[src/rtl/exu_redirect_ctrl_pkg.sv]
// Shared types and constants for the execute-stage redirect sequencer.
package exu_redirect_ctrl_pkg;

  localparam int unsigned INST_ADDR_WIDTH = 32;
  localparam logic        JumpEnable      = 1'b1;
  localparam logic        JumpDisable     = 1'b0;
  localparam logic [31:0] ZeroWord        = 32'h0000_0000;

  typedef enum logic [1:0] {
    ST_IDLE     = 2'd0,
    ST_FLUSH    = 2'd1,
    ST_REDIRECT = 2'd2
  } state_e;

  typedef enum logic [1:0] {
    SRC_INT   = 2'd0,
    SRC_BRU   = 2'd1,
    SRC_FENCE = 2'd2
  } src_e;

endpackage

[src/rtl/exu_redirect_ctrl_arb.sv]
// Fixed-priority redirect source picker: interrupt > branch unit > fence.
module redirect_arb
  import exu_redirect_ctrl_pkg::*;
#(
  parameter int unsigned ADDR_W = 32
) (
  input  logic              int_req,
  input  logic [ADDR_W-1:0] int_addr,
  input  logic              bru_req,
  input  logic [ADDR_W-1:0] bru_addr,
  input  logic              fence_req,
  input  logic [ADDR_W-1:0] fence_addr,
  output logic [2:0]        grant,
  output logic [ADDR_W-1:0] sel_addr
);

  always_comb begin
    grant    = '0;
    sel_addr = '0;
    if (int_req) begin
      grant[SRC_INT] = JumpEnable;
      sel_addr       = int_addr;
    end else if (bru_req) begin
      grant[SRC_BRU] = JumpEnable;
      sel_addr       = bru_addr;
    end else if (fence_req) begin
      grant[SRC_FENCE] = JumpEnable;
      sel_addr         = fence_addr;
    end
  end

endmodule

[src/rtl/exu_redirect_ctrl.sv]
// Redirect sequencer: arbitrates redirect sources, flushes the front end for a
// fixed number of cycles, then hands the latched target to fetch via valid/ready.
module exu_redirect_ctrl
  import exu_redirect_ctrl_pkg::*;
#(
  parameter int unsigned ADDR_W       = 32,
  parameter int unsigned FLUSH_CYCLES = 2
) (
  input  logic              clk,
  input  logic              rst_n,
  input  logic              int_req_i,
  input  logic [ADDR_W-1:0] int_addr_i,
  output logic              int_ack_o,
  input  logic              bru_jump_flag_i,
  input  logic [ADDR_W-1:0] bru_jump_addr_i,
  input  logic              fence_req_i,
  input  logic [ADDR_W-1:0] fence_addr_i,
  output logic              flush_o,
  output logic              busy_o,
  output logic              redirect_valid_o,
  output logic [ADDR_W-1:0] redirect_addr_o,
  input  logic              redirect_ready_i,
  output logic [31:0]       redirect_cnt_o
);

  state_e            state_q;
  logic [3:0]        flush_cnt_q;
  logic [ADDR_W-1:0] addr_q;
  logic [31:0]       rcnt_q;

  logic [2:0]        grant;
  logic [ADDR_W-1:0] sel_addr;
  logic              is_idle;
  logic              take;
  logic              handshake;

  redirect_arb #(
    .ADDR_W(ADDR_W)
  ) u_arb (
    .int_req    (int_req_i),
    .int_addr   (int_addr_i),
    .bru_req    (bru_jump_flag_i),
    .bru_addr   (bru_jump_addr_i),
    .fence_req  (fence_req_i),
    .fence_addr (fence_addr_i),
    .grant      (grant),
    .sel_addr   (sel_addr)
  );

  assign is_idle   = (state_q == ST_IDLE);
  assign take      = is_idle & (|grant);
  assign handshake = (state_q == ST_REDIRECT) & redirect_ready_i;

  // Ack is taken straight from the interrupt grant so it only sees state and int_req_i.
  assign int_ack_o        = is_idle & grant[SRC_INT];
  assign flush_o          = (state_q == ST_FLUSH);
  assign redirect_valid_o = (state_q == ST_REDIRECT);
  assign busy_o           = flush_o | redirect_valid_o;
  assign redirect_addr_o  = redirect_valid_o ? addr_q : '0;
  assign redirect_cnt_o   = rcnt_q;

  always_ff @(posedge clk or negedge rst_n) begin
    if (!rst_n) begin
      state_q     <= ST_IDLE;
      flush_cnt_q <= '0;
      addr_q      <= '0;
      rcnt_q      <= ZeroWord;
    end else begin
      case (state_q)
        ST_IDLE: begin
          if (take) begin
            addr_q      <= {sel_addr[ADDR_W-1:1], 1'b0};
            flush_cnt_q <= 4'(FLUSH_CYCLES);
            state_q     <= ST_FLUSH;
          end
        end
        ST_FLUSH: begin
          flush_cnt_q <= flush_cnt_q - 4'd1;
          if (flush_cnt_q == 4'd1) state_q <= ST_REDIRECT;
        end
        ST_REDIRECT: begin
          if (handshake) begin
            rcnt_q  <= rcnt_q + 32'd1;
            state_q <= ST_IDLE;
          end
        end
        default: state_q <= ST_IDLE;
      endcase
    end
  end

endmodule

[config.mk]
export PLATFORM = sky130hd
export DESIGN_NAME = exu_redirect_ctrl
export DESIGN_NICKNAME = d
export VERILOG_FILES = /design/src/rtl/exu_redirect_ctrl_pkg.sv /design/src/rtl/exu_redirect_ctrl_arb.sv /design/src/rtl/exu_redirect_ctrl.sv
export SDC_FILE = /design/constraint.sdc
export NUM_CORES = 1
export LEC_CHECK = 0
export BUFFER_PORTS_ARGS = -buffer_cell sky130_fd_sc_hd__buf_4
export CAP_MARGIN = 5
export CELL_PAD_IN_SITES_DETAIL_PLACEMENT = 1
export CELL_PAD_IN_SITES_GLOBAL_PLACEMENT = 2
export CORE_MARGIN = 2
export CORE_UTILIZATION = 25
export DETAILED_ROUTE_END_ITERATION = 10
export PLACE_DENSITY_LB_ADDON = 0.1
export SETUP_SLACK_MARGIN = 0.4
export SLEW_MARGIN = 0
export SYNTH_ARGS = -nofsm -noshare
export SYNTH_HDL_FRONTEND = slang
export SYNTH_SLANG_ARGS = --single-unit
[constraint.sdc]
create_clock -name clk -period 1.9 [get_ports clk]
set_input_delay 0.19 -clock clk [delete_from_list [all_inputs] [get_ports clk]]
set_output_delay 0.19 -clock clk [all_outputs]
set_load 0.05 [all_outputs]
---- Yosys cells after proc, flatten, opt, wreduce, memory -nomap -nowiden ----
Cells that the tools add are included.
word-level totals
  output and inout bits ................... 68
  input port bits ......................... 102
  bits in registers ....................... 69
operators by class
  eq/ne operators ......................... 6
  $add $sub $neg .......................... 2
  muxes and demuxes ....................... 15
  reductions and logical operators ........ 7
  bitwise operators ....................... 4
operators with widths
  operator                                               number
  2-to-1 mux 32 bit                                      4
  adder 32 x 1 -> 32 bit, second input constant          1
  2-to-1 mux 2 bit                                       4
  one-hot mux 4 bit (2 select lines)                     1
  inequality test 2 x 1 -> 1 bit, second input constant  3
  one-hot mux 2 bit (3 select lines)                     1
  AND reduction 2 bit                                    3
  equality test 4 x 1 -> 1 bit, second input constant    1
  2-to-1 mux 1 bit                                       4
  2-to-1 mux 4 bit                                       1
  subtractor 4 x 1 -> 4 bit, second input constant       1
  bitwise AND 1 bit                                      3
  AND reduction 3 bit                                    1
  OR reduction 3 bit                                     1
  equality test 2 x 1 -> 1 bit, second input constant    1
  equality test 2 bit, second input constant             1
  logical NOT 2 bit                                      1
  nonzero test 2 bit                                     1
  bitwise OR 1 bit                                       1

---- Logic depth before layout (Yosys ltp) ----
  depth in word-level cells ............... 7
  mapped depth ............................ 8

---- Modules after synthesis ----
Synthesis repeated with hierarchy kept, for this count alone.
second synthesis, totals
  cells, all modules ...................... 423
  area, all modules ....................... 4215.3 µm²
by module, submodules not included
  module             cells each  seq. area each (µm²)  area an instance (µm²)  times used
  exu_redirect_ctrl  274         1726.7                3258.1                  1
  redirect_arb       149         0.0                   957.2                   1

---- Worst setup path after synthesis ----
OpenSTA, ideal clock, no wires.
  path kind ............................... register to register
  start ................................... register state_q[0]
  end ..................................... register rcnt_q[26] (netlist: redirect_cnt_o[26])
  path buffers ............................ 2
  setup time .............................. 0.082 ns
  required time ........................... 1.818 ns
  data arrival time ....................... 2.347 ns
  path slack .............................. -0.529 ns
  clock period less this slack ............ 2.429 ns
  stages on the path, launching flop included .. 9
  path through ............................ dfrtp_1 -> inv_1 -> ha_1 -> buf_6 -> nand4_2 -> or4_4 -> buf_6 -> nor4_4 -> xor2_1
between the ends
  word-level cells in the longest chain between the ends .. 3
RTL lines
  element                                 line                     source
  from (decl)                             exu_redirect_ctrl.sv:26  state_e state_q;
  from (signal assigned)                  exu_redirect_ctrl.sv:64  state_q <= ST_IDLE;
  from (signal assigned)                  exu_redirect_ctrl.sv:74  state_q <= ST_FLUSH;
  from (signal assigned)                  exu_redirect_ctrl.sv:79  if (flush_cnt_q == 4'd1) state_q <= ST_REDIRECT;
  equality test 2 bit *                   --
  via redirect_valid_o                    exu_redirect_ctrl.sv:20  output logic redirect_valid_o,
  bitwise AND 1 bit                       exu_redirect_ctrl.sv:52  assign handshake = (state_q == ST_REDIRECT) & redirect_ready_i;
  AND reduction 2 bit (no source line) *  --
  to (signal assigned)                    exu_redirect_ctrl.sv:67  rcnt_q <= ZeroWord;
  to (signal assigned)                    exu_redirect_ctrl.sv:83  rcnt_q <= rcnt_q + 32'd1;
  to (decl)                               exu_redirect_ctrl.sv:29  logic [31:0] rcnt_q;
The timed path passes the listed nets; every way through them passes the cells marked *.
A chain may end at the register's enable or synchronous reset.

---- Final worst setup path ----
  start ................................... register state_q[0]
  end ..................................... register rcnt_q[26] (netlist: redirect_cnt_o[26])
between the ends
  word-level cells in the longest chain between the ends .. 3
RTL lines
  element                                 line
  equality test 2 bit *                   exu_redirect_ctrl.sv:52, exu_redirect_ctrl.sv:69
  bitwise AND 1 bit                       exu_redirect_ctrl.sv:52
  AND reduction 2 bit (no source line) *  --
Every way passes the cells marked *; elsewhere a longest branch is shown, timed or not.

==> results.toml <==
[status]
outcome = "finished with violations"
violations = "negative setup slack"

[timing]
maxSlewHeadroom_pct = 59.3
maxClockFrequency_mhz = 520
grt_setup_unrepaired = "true"
finalHoldViolCount = 0
fin_skew_ps = 11.1
number_of_setup_violations_in_the_final_report = 1
min_period_over_period_pct = 101
worst_pin_slew_ps = 611
timing_max_transition_violations_final = 0
worst_setup_slack_after_layout_ps = -22.9
final_period_minus_worst_setup_slack_ps = 1920
hold_slack_ps = 155
timing.setup.tns_ps = -22.9

[clock_network]
cts.htree.levels = 3
cts_buffer_depth = 2
cts_buffers = 9
path_clk_slew_ps = 60
worst_skew_late_latency_ps = 340
clock_sink_count = 69
clock-root-buffer = "sky130_fd_sc_hd__clkbuf_16"
cts_tree = "yes"

[min_path]
min-delay-path-class = "in -> reg"

[detailed_routing]
firstDrtPassIters = 4
routed-via-count = 3831
number_of_antenna_violating_nets_in_the_routed_design = 0
post_drt_via_cell_ratio = 4.84
finalWirelength_um = 14100
drtIter0Drc = 119
drt-wirelength-per-cell_um = 17.8
number_of_remaining_drc_errors = 0

[power]
total_power_of_the_final_layout_mw = 8.60
cellLeakagePower_nw = 3.23
power_density_nw_per_um2 = 1260
power.ir.vdd_worst_mv = 0.439

[floorplan]
floorplan.rows = 45
horizontal_extent_of_the_die_um = 128
fp.coreArea_um2 = 15100
floorplan.initialDensity_pct = 25.4
dieHeight_um = 128
die-area_um2 = 16300
ios = 170

[global_routing]
first_global_vias = 4031
antenna_found_initial = 0
grt-ovfl-total = 0
largest_net_degree_at_the_start_of_global_routing = 40
grt.total_usage_pct = 17.6
grt_pass1_wl_um = 21900

[worst_setup_path]
cp_data_required_time_ps = 2150
setup.worst_path.start_class = "register"
path_class = "reg -> reg"
timing.rr.start = "state_q[0]"
reg2regPathDepth = 7
rr_endpoint = "redirect_cnt_o[26]"
r2r_setup_slack_ps = -20
setup.worst_path.end = "redirect_cnt_o[26]"
critical_path.endpoint_type = "register"
timing.critical_path.arrival_ps = 2180
cp-startpoint = "state_q[0]"
path_max_fanout = 5

[flow_run]
max_cap_violations = 0

[yosys]
mappedNetlistNets = 504
synth_warnings = 0
synth_seq_area_share_pct = 45.1
synth.avg_cell_area_um2 = 9.69
flops_latches_synth = 69
synth-compound-area-share_pct = 15.1
synthCells = 395
synthesized_cell_area_um2 = 3830
synthMuxAreaShare_pct = 1.11
area_share_of_xor_xnor_cells_in_the_synthesized_design_pct = 7.09
synth_adder_area_share_pct = 2.29
synthSimpleGateAreaFrac_pct = 24.7
yosysUniqueCellTypes = 37
synth_top_family_by_area = "simple AND/OR/NAND/NOR gates"

[placed_design]
place.detailed.hpwl_um = 9210
finalWeightedCongestion = 0.764
portBuffers = 165
dpl_ws_ps = -28.3

[cells_and_area]
mostFrequentLayoutCell = "sky130_fd_sc_hd__buf_4"
n_antenna_cell = 0
area_added_between_synthesis_and_finish_pct = 77.8
layout-drive-gt1-share_pct = 56.0
final_cell_mix = "sky130_fd_sc_hd__buf_4 (178), sky130_fd_sc_hd__dfrtp_1 (58), sky130_fd_sc_hd__nand2_1 (45)"
final_util_pct = 45.1
nets = 708
==> registers in the layout, summed over array words and instances (netlist names) <==
| register | count |
|---|---|
| redirect_cnt_o | 32 |
| addr_q | 31 |
| state_q | 2 |
| flush_cnt_q | 4 |
==> worst min-delay path by stage <==
stage	start	end	slack [ps]	depth (start not counted)
floorplan	rst_n	addr_q[10]	-110	0
global placement	rst_n	redirect_cnt_o[4]	240	1
detailed placement	rst_n	redirect_cnt_o[11]	240	1
CTS	int_addr_i[30]	addr_q[30]	140	3
global route	int_addr_i[30]	addr_q[30]	170	3
finish	int_addr_i[30]	addr_q[30]	150	3
==> through the flow <==
stage / instance area, um2 / instances
floorplan: 4040 / 395
global route: 6810 / 792
detailed placement: 5570 / 739
CTS: 6520 / 784
finish: 6810 / 792
global placement: 5570 / 739
==> report_power, final <==
part | internal, mW | switching (mW) | total [mW] | leakage (nW)
Clock | 0.954 | 0.657 | 1.61 | 0.132
Sequential | 1.92 | 0.274 | 2.19 | 0.854
Combinational | 2.34 | 2.45 | 4.80 | 2.24
Total | 5.21 | 3.38 | 8.60 | 3.23
==> what timing repair did <==
action,CTS,global route
setup endpoints to repair,98,103
pin swaps,10,14
gates resized for setup,73,51
hold endpoints to repair,38,0
cloned,7,1
setup buffers,21,7
hold buffers,1,0
==> worst max-delay path, cell delays in order (launching register included) <==
cell and delay [ps]:
sky130_fd_sc_hd__dfrtp_1 400, sky130_fd_sc_hd__inv_2 90, sky130_fd_sc_hd__ha_4 170, sky130_fd_sc_hd__nand4_4 120, sky130_fd_sc_hd__or4_4 560, sky130_fd_sc_hd__buf_4 170, sky130_fd_sc_hd__nor4_4 150, sky130_fd_sc_hd__xor2_1 180
==> Yosys cell counts (all sizes together) <==
master   count  area (um2)
ha           7        87.6
nor2        14        52.6
inv         13        48.8
or3          3        18.8
nor3        11        65.1
nand3b       2        15.0
o21ai        2        10.0
mux2         2        22.5
a2bb2oi      1        8.76
xor2        18         158
o31ai       31         233
a21oi        5        25.0
nor4         4        58.8
a21o         1        7.51
clkbuf      23        86.3
buf          4        35.0
nor2b       32         200
conb         1        3.75
xnor2       13         114
nand2       48         180
mux2i        2        20.0
or4          2        18.8
and4         3        26.3
dfrtp       69        1730
and2        35         219
o221ai       1        8.76
nand4        7        50.1
a221oi      31         272
nand3        7        35.0
and3         1        6.26
o211ai       2        15.0
==> final cells by class <==
| type | count | area (um2) |
|---|---|---|
| clock buffer | 13 | 260 |
| clock inverter | 3 | 20.0 |
| fill | 1673 | 8280 |
| inverter | 13 | 52.6 |
| multi-input combinational | 287 | 2430 |
| sequential | 69 | 1740 |
| tap | 188 | 235 |
| timing repair buffer | 219 | 2070 |
==> cell families (layout without fill, tap and decap cells) <==
family,count (synthesis),in the layout
other,1,1
AOI/OAI and AO/OA,74,74
buffers and inverters,40,248
and+or+nand+nor,169,170
adders and majority gates,7,7
muxes,4,4
xor gates and xnor gates,31,31
DFF,69,69
==> metal layers <==
metal  GRT usage, %  share of wire, %
met2           30.7                52
met4           5.62               1.1
met3           4.80               6.2
met5              0                 0
met1           21.0                41
Note: power is estimated with default switching activity, not from simulation.
